<file path="src/rtl/uart_pkg.sv">
// Definitions shared by the host-link UART transmitter and receiver:
// state encoding, default bit timing and parity-mode constants.
package uart_pkg;

  // 50 MHz system clock at 115200 baud.
  localparam int DEFAULT_CLKS_PER_BIT = 434;

  localparam int PAR_EVEN = 0;
  localparam int PAR_ODD  = 1;

  typedef enum logic [2:0] {
    IDLE,
    START,
    DATA,
    PARITY,
    STOP
  } tx_state_e;

  // Total bit periods in one frame: start + data + optional parity + stop.
  function automatic int frame_bits(input int data_bits, input int parity_en,
                                    input int stop_bits);
    return 1 + data_bits + parity_en + stop_bits;
  endfunction

endpackage

</file>
<file path="src/rtl/uart_baud_tim.sv">
// Bit-period down-counter: reloads on load or terminal count, counts while
// enabled, and flags tc on the last cycle of each bit period.
module uart_baud_tim #(
  parameter int CLKS_PER_BIT = 434
) (
  input  logic clk,
  input  logic rst_n,
  input  logic load,
  input  logic en,
  output logic tc
);

  localparam int                CNT_W  = (CLKS_PER_BIT > 1) ? $clog2(CLKS_PER_BIT) : 1;
  localparam logic [CNT_W-1:0] RELOAD = CNT_W'(CLKS_PER_BIT - 1);

  logic [CNT_W-1:0] cnt_q;
  logic [CNT_W-1:0] cnt_d;

  assign tc = en && (cnt_q == '0);

  always_comb begin
    cnt_d = cnt_q;
    if (load || tc) begin
      cnt_d = RELOAD;
    end else if (en) begin
      cnt_d = cnt_q - CNT_W'(1);
    end
  end

  // NOTE: sequential state uses non-blocking assignment so every flop samples
  // the pre-edge values of its inputs, independent of process ordering.
  always_ff @(posedge clk or negedge rst_n) begin
    if (!rst_n) begin
      cnt_q <= '0;
    end else begin
      cnt_q <= cnt_d;
    end
  end

endmodule

</file>
<file path="src/rtl/uart_tx.sv">
// UART transmitter: accepts one word per valid/ready transfer and sends it
// as start bit, LSB-first data, optional parity and stop bit(s) on utx.
module uart_tx
  import uart_pkg::*;
#(
  parameter int CLKS_PER_BIT = DEFAULT_CLKS_PER_BIT,
  parameter int DATA_BITS    = 8,
  parameter int PARITY_EN    = 1,
  parameter int PARITY_ODD   = PAR_EVEN,
  parameter int STOP_BITS    = 1
) (
  input  logic                 clk,
  input  logic                 rst_n,
  input  logic [DATA_BITS-1:0] data,
  input  logic                 valid,
  output logic                 ready,
  output logic                 utx,
  output logic                 busy
);

  localparam int               BIT_W     = $clog2(DATA_BITS);
  localparam logic [BIT_W-1:0] BIT_LAST  = BIT_W'(DATA_BITS - 1);
  localparam logic             STOP_LAST = 1'(STOP_BITS - 1);
  localparam logic             PAR_INV   = 1'(PARITY_ODD);

  tx_state_e            state_q, state_d;
  logic [DATA_BITS-1:0] shreg_q, shreg_d;
  logic                 parity_q, parity_d;
  logic [BIT_W-1:0]     bit_cnt_q, bit_cnt_d;
  logic                 stop_cnt_q, stop_cnt_d;
  logic                 utx_q, utx_d;
  logic                 xfer;
  logic                 tc;

  // Handshake outputs come from the state register only, never from valid.
  assign ready = (state_q == IDLE);
  assign busy  = (state_q != IDLE);
  assign utx   = utx_q;
  assign xfer  = valid && ready;

  uart_baud_tim #(
    .CLKS_PER_BIT(CLKS_PER_BIT)
  ) u_baud_tim (
    .clk  (clk),
    .rst_n(rst_n),
    .load (xfer),
    .en   (busy),
    .tc   (tc)
  );

  always_comb begin
    // NOTE: every signal gets its hold value first so no path through the
    // case below leaves one unassigned and infers a latch.
    state_d    = state_q;
    shreg_d    = shreg_q;
    parity_d   = parity_q;
    bit_cnt_d  = bit_cnt_q;
    stop_cnt_d = stop_cnt_q;

    case (state_q)
      IDLE: begin
        if (valid) begin
          state_d  = START;
          shreg_d  = data;
          parity_d = (^data) ^ PAR_INV;
        end
      end
      START: begin
        if (tc) begin
          state_d   = DATA;
          bit_cnt_d = BIT_LAST;
        end
      end
      DATA: begin
        if (tc) begin
          shreg_d = shreg_q >> 1;
          if (bit_cnt_q == '0) begin
            state_d    = (PARITY_EN != 0) ? PARITY : STOP;
            stop_cnt_d = STOP_LAST;
          end else begin
            bit_cnt_d = bit_cnt_q - BIT_W'(1);
          end
        end
      end
      PARITY: begin
        if (tc) begin
          state_d    = STOP;
          stop_cnt_d = STOP_LAST;
        end
      end
      STOP: begin
        if (tc) begin
          if (stop_cnt_q == 1'b0) begin
            state_d = IDLE;
          end else begin
            stop_cnt_d = 1'b0;
          end
        end
      end
      default: state_d = IDLE;
    endcase
  end

  // The line level is decoded from the next state so utx is a clean flop
  // output that changes on the same edge as the state.
  always_comb begin
    utx_d = 1'b1;
    case (state_d)
      START:   utx_d = 1'b0;
      DATA:    utx_d = shreg_d[0];
      PARITY:  utx_d = parity_d;
      default: utx_d = 1'b1;
    endcase
  end

  always_ff @(posedge clk or negedge rst_n) begin
    if (!rst_n) begin
      state_q    <= IDLE;
      shreg_q    <= '0;
      parity_q   <= 1'b0;
      bit_cnt_q  <= '0;
      stop_cnt_q <= 1'b0;
      utx_q      <= 1'b1;
    end else begin
      state_q    <= state_d;
      shreg_q    <= shreg_d;
      parity_q   <= parity_d;
      bit_cnt_q  <= bit_cnt_d;
      stop_cnt_q <= stop_cnt_d;
      utx_q      <= utx_d;
    end
  end

endmodule

</file>
<file path="config.mk">
export PLATFORM = sky130hd
export DESIGN_NAME = uart_tx
export DESIGN_NICKNAME = d
export VERILOG_FILES = /design/src/rtl/uart_pkg.sv /design/src/rtl/uart_baud_tim.sv /design/src/rtl/uart_tx.sv
export SDC_FILE = /design/constraint.sdc
export NUM_CORES = 1
export LEC_CHECK = 0
export ABC_CLOCK_PERIOD_IN_PS = 2230
export CORE_MARGIN = 2
export CORE_UTILIZATION = 34
export DETAILED_ROUTE_END_ITERATION = 8
export SLEW_MARGIN = 20
export SYNTH_ARGS = -nofsm -noshare
export SYNTH_HDL_FRONTEND = slang
export SYNTH_SLANG_ARGS = --single-unit
</file>
<file path="constraint.sdc">
create_clock -name clk -period 2.23 [get_ports clk]
set_clock_uncertainty 0.2 [all_clocks]
set_input_delay 0.669 -clock clk [delete_from_list [all_inputs] [get_ports clk]]
set_output_delay 0.669 -clock clk [all_outputs]
set_load 0.02 [all_outputs]
</file>
==> reports/results.ini, run 1 <==
[synth]
syn_nets=161
syn_avg_cell_area_um2=9.74
synth_edf_count=0
synth_seq_cells=25
synth_most_common_cell=dfrtp_1
ys_top_cells_by_count=dfrtp_1 (24), o21ai_0 (14), nor2_1 (11)
synth-main-ff-cell=dfrtp_1
synth_top_cell_by_area=dfrtp_1
yosysUniqueCellTypes=43
yosysSeqAreaShare_pct=44.1
synth_top_cell_area_share_pct=42.3
synth_cells=146
async_reset_ff_share_pct=100
yosysWarnings=0
ys_top_cells_by_area=dfrtp_1 (42%), o21ai_0 (4.9%), xnor2_1 (4.9%), a221o_1 (4.2%), and3_1 (3.5%)
syn_area_um2=1420

[clock_network]
cts-buffers-inserted=3
clockBufferDepth=2
cts.clk_slew.worst_paths_ns=0.09
clock-sinks=25
cts_hold_buf=0
clock_latency_ns=0.27
root_buffer=clkbuf_8
cts_tree=done
htree_levels=1

[power_and_ir_drop]
p_leak_uw=0.000848
total_power_uw=1470
p_per_area_nw_per_um2=771
max-vdd-ir-drop_mv=0.518

[sta]
worstMarginPinSlew_ns=0.450
rsz0062_at_grt=yes
fin_crit_ns=2.31
setup_slack_ns=-0.0822
maxSlewHeadroom_pct=70.0
setup_viol=6
slew_violations=0
setup-tns-final_ns=-0.370
final-hold-violation-count=0
holdWs_ns=0.293
max_freq_ghz=0.432
post-route-period-util_pct=104

[status]
outcome=complete, but fails checks
violations=setup timing

[finish]
layout.nets=206
area_growth_pct=34.3
insertedDiodeCount=0
drive_above_1_share_pct=27.9
fill_cells=369

[route]
vias=1291
routed_wl_um=3380
ant_nets=0
drt_first_pass_iters=4
routedWlPerCell_um=14.1
drt_iter0_drc=65
drcViolationCount=0
via_per_inst=5.38

[critical_path]
crit_start=u_baud_tim.cnt_q[0]
path_class=reg -> reg
r2r_end=shreg_q[3]
start_kind=register
cp.required_ns=2.20
crit_end=shreg_q[3]
crit_path_end_kind=register
arrival_ns=2.28
path_max_fanout=7
reg2regPathDepth=7
r2r_setup_slack_ns=-0.08
r2r-start=u_baud_tim.cnt_q[0]

[job]
maxCapViolCount=0

[hold_path]
worstHoldPathType=reg -> reg

[die]
ios=14
die_w_um=68.7
core_area_um2=4000
initial_core_util_pct=35.5
die_area_um2=4710
die_y_um=68.7
num_rows=23

[global_routing]
grt_pass1_wl_um=5810
track_usage_pct=16.7
grt-ovfl-total=0
grt_pass1_vias=1230
grt_antenna_before_repair=0
grt_max_degree=26

[placed_design]
gp_congestion=0.756
hpwl_um=2390
io_buffers=13

[where the power goes]
part           internal [uW]  switching, uW
Clock                    125            151
Sequential               559           61.4
Combinational            297            278
Total                    981            490
[timing repair]
action	in CTS	in global routing
endpoints found under the setup margin	10	12
pin swaps	0	4
setup buffers	2	5
resized for setup	16	6
hold endpoints to repair	0	0
[placed cells by master, fill, tap and decap left out, types with 2 or more instances in the layout]
master	instances
a221o_1	6
buf_4	31
o21ai_0	12
and3_1	8
ha_1	3
nor2_1	11
clkbuf_8	3
nor2b_1	4
a21oi_1	7
clkdlybuf4s50_1	10
xnor2_1	8
inv_1	3
dfrtp_1	24
o21ai_1	2
a31oi_1	5
inv_2	2
nand2b_1	3
nand2_1	9
buf_6	2
or3_4	2
nor3_1	3
[cell type report]
| type | instances | area, um^2 | share of cell area (%) |
|---|---|---|---|
| Multi-Input combinational cell | 111 | 786 | 41.2 |
| Sequential cell | 25 | 627 | 32.8 |
| Timing Repair Buffer | 45 | 369 | 19.3 |
| Tap cell | 50 | 62.6 | 3.28 |
| Clock buffer | 3 | 41.3 | 2.16 |
| Inverter | 5 | 18.8 | 0.983 |
| Clock inverter | 1 | 5.00 | 0.262 |
[worst max-delay path, stage by stage (launching register included)]
cell     delay, ns
dfrtp_1       0.40
inv_2         0.10
ha_4          0.13
or4b_4        0.50
nor2_8        0.11
a21oi_2       0.05
or3_4         0.37
a221o_1       0.34
[cells by family (layout without fill, tap and decap cells)]
group / count (synthesis) / after routing / synth area share, %
AO/OA/AOI/OAI: 43 / 43 / 20.3
XOR/XNOR: 9 / 9 / 5.55
adder cells (fa/ha/maj): 4 / 4 / 3.52
buffers and inverters: 10 / 54 / 2.99
flip-flops: 25 / 25 / 44.1
multiplexers: 1 / 1 / 0.704
AND/OR/NAND/NOR: 54 / 54 / 22.8
[worst min-delay path by stage]
stage                            start            to  slack (ns)  cells past startpoint
after global placement    bit_cnt_q[2]  bit_cnt_q[2]        0.26                      1
after detailed placement  bit_cnt_q[0]  bit_cnt_q[0]        0.28                      1
after CTS                 bit_cnt_q[0]  bit_cnt_q[0]        0.29                      1
final                     bit_cnt_q[0]  bit_cnt_q[0]        0.29                      1
after global routing        shreg_q[7]    shreg_q[7]        0.33                      1
after floorplan                  rst_n  bit_cnt_q[0]        0.17                      0
[stage by stage]
step	cell area [um^2]	cells	util, %	worst slack [ns]
after floorplan	1420	146	-	-0.112
after global placement	1780	229	44.4	-0.248
after detailed placement	1780	229	44.4	-0.281
after CTS	1850	235	46.3	-0.0578
after global routing	1910	240	47.7	-0.129
final	1910	240	47.7	-0.0822
[per-layer routing]
metal / track usage (%) / wire length [um]
met3: 2.44 / 124
met2: 27.0 / 1700
met4: 6.50 / 52
met5: 0 / 0
met1: 22.6 / 1500
[registers in the layout, summed over array words and instances, names as in the netlist]
signal / count
u_baud_tim.cnt_q: 9
shreg_q: 8
bit_cnt_q: 3
state_q: 3
parity_q: 1
utx: 1
Power figures use the tool's default switching activity.
==> run 2: changes to the inputs <==
Settings changed: CORE_ASPECT_RATIO set to 1.5.
==> reports/results.ini, run 2 (synthesized netlist as in run 1, its figures left out) <==
[die]
die_area_um2=4720
core_area_um2=3990
ios=14
die_y_um=83.2
num_rows=28
initial_core_util_pct=35.6
die_w_um=56.8

[critical_path]
crit_family=simple AND/OR/NAND/NOR gates
r2r_setup_slack_ns=-0.06
cpPeakStageDelay_ns=0.51
path_max_fanout=7
cp.depth=7
crit_path_end_kind=register
start_kind=register
worstPathCellList=inv_2, ha_4, or4b_4, nor2_8, a21oi_2, or3_4, a221o_1
crit_start=u_baud_tim.cnt_q[0]
r2r_end=shreg_q[4]
path_class=reg -> reg
reg2regPathDepth=7
cp.required_ns=2.20
r2r-start=u_baud_tim.cnt_q[0]
arrival_ns=2.26
slowest_stage=or4b_4
crit_end=shreg_q[4]
critPathBufInv=1

[global_routing]
track_usage_pct=16.2
grt_pass1_wl_um=6110
busiest_layer=met2
grt_use_met3_pct=3.43
grt_util_met1_pct=15.8
grt-ovfl-total=0
grt_max_degree=26
grt_pass1_vias=1446
use_met2_pct=30.4
grt_antenna_before_repair=0

[placed_design]
dp.cells=224
io_buffers=13
gp_congestion=0.864
hpwl_um=2650

[status]
outcome=complete, but fails checks
violations=setup timing

[power_and_ir_drop]
combPwrFrac_pct=39.2
sw_frac_of_total_pct=32.9
p_seq_share_pct=41.9
switching_power_uw=487
p_int_uw=994
max-vdd-ir-drop_mv=0.422
p_leak_uw=0.000846
p_clk_share_pct=18.9
total_power_uw=1480
p_per_area_nw_per_um2=781

[sta]
setup-tns-final_ns=-0.285
fin_crit_ns=2.29
slew_violations=0
setup_viol=6
rsz0062_at_grt=yes
post-route-period-util_pct=103
final-hold-violation-count=0
max_freq_ghz=0.437
setup_slack_ns=-0.0608
worstMarginPinSlew_ns=0.386
maxSlewHeadroom_pct=74.0

[clock_network]
root_buffer=clkbuf_8
cts_hold_buf=0
clock_latency_ns=0.28
clockBufferDepth=2
htree_levels=1
clock-sinks=25
cts.clk_slew.worst_paths_ns=0.09
cts_tree=done
cts-buffers-inserted=3

[finish]
drive_above_1_share_pct=26.8
mostFrequentLayoutCells=buf_4 (31), dfrtp_1 (24), o21ai_0 (14)
insertedDiodeCount=0
fill_cells=388
layout_commonest_cell=buf_4
largest_reg_flops=9
fin_cells=235
area_growth_pct=33.5
reg_top3=u_baud_tim.cnt_q (9), shreg_q (8)
layout.nets=206
regMostFlops=u_baud_tim.cnt_q

[route]
routed_wl_um=3590
drcViolationCount=0
ant_nets=0
routedWlPerCell_um=15.3
drt_iter0_drc=21
via_per_inst=5.59
vias=1314
drt_first_pass_iters=4

[hold_path]
worstHoldPathType=reg -> reg

[job]
maxCapViolCount=0

[run 2: layer usage]
| layer | part of all wire (%) | up-vias |
|---|---|---|
| li1 | - | 628 |
| met1 | 39 | 653 |
| met2 | 56 | 24 |
| met3 | 2.6 | 9 |
| met4 | 2.8 | 0 |
| met5 | 0 | - |
[run 2: worst min path at each step]
stage                             from           end  slack, ns  cells past startpoint
final                     bit_cnt_q[2]  bit_cnt_q[2]       0.28                      1
after global routing      bit_cnt_q[2]  bit_cnt_q[2]       0.31                      1
after CTS                 bit_cnt_q[2]  bit_cnt_q[2]       0.29                      1
after detailed placement  bit_cnt_q[2]  bit_cnt_q[2]       0.27                      1
after global placement    bit_cnt_q[2]  bit_cnt_q[2]       0.26                      1
after floorplan                  rst_n  bit_cnt_q[0]       0.17                      0
[run 2: through the flow]
step                      instance area [um^2]  hold slack, ns  utilization [%]  worst slack (ns)
after floorplan                           1420           0.173                -            -0.112
after global placement                    1770           0.265             44.4            -0.260
after detailed placement                  1770           0.274             44.4            -0.293
after CTS                                 1880           0.287             47.1           -0.0660
after global routing                      1900           0.311             47.5            -0.104
final                                     1900           0.282             47.5           -0.0608
[run 2: worst register-to-register path, stage by stage (launching register included)]
cell     delay, ns
dfrtp_1       0.40
inv_2         0.08
ha_4          0.13
or4b_4        0.51
nor2_8        0.12
a21oi_2       0.06
or3_4         0.38
a221o_1       0.32
[run 2: area by class of cell]
class | instances | area [um^2] | share of cell area, %
inverter | 5 | 18.8 | 0.989
multi-input combinational | 111 | 781 | 41.2
clock buffer | 4 | 45.0 | 2.37
timing repair buffer | 45 | 369 | 19.5
tap | 45 | 56.3 | 2.97
sequential | 25 | 627 | 33.0
[run 2: timing repair]
item                                    CTS  global route
gates cloned                              0             0
resized for setup                        17             2
setup buffers                             6             1
endpoints found under the setup margin   10             9
pin swaps                                 0             2
[run 2: power groups by stage]
stage | combinational [uW] | sequential (uW) | clock (uW)
2_1_floorplan | 238 | 654 | 0
3_3_place_gp | 491 | 620 | 0
3_5_place_dp | 517 | 626 | 0
4_1_cts | 574 | 620 | 286
5_1_grt | 643 | 632 | 300
6_report | 581 | 621 | 280
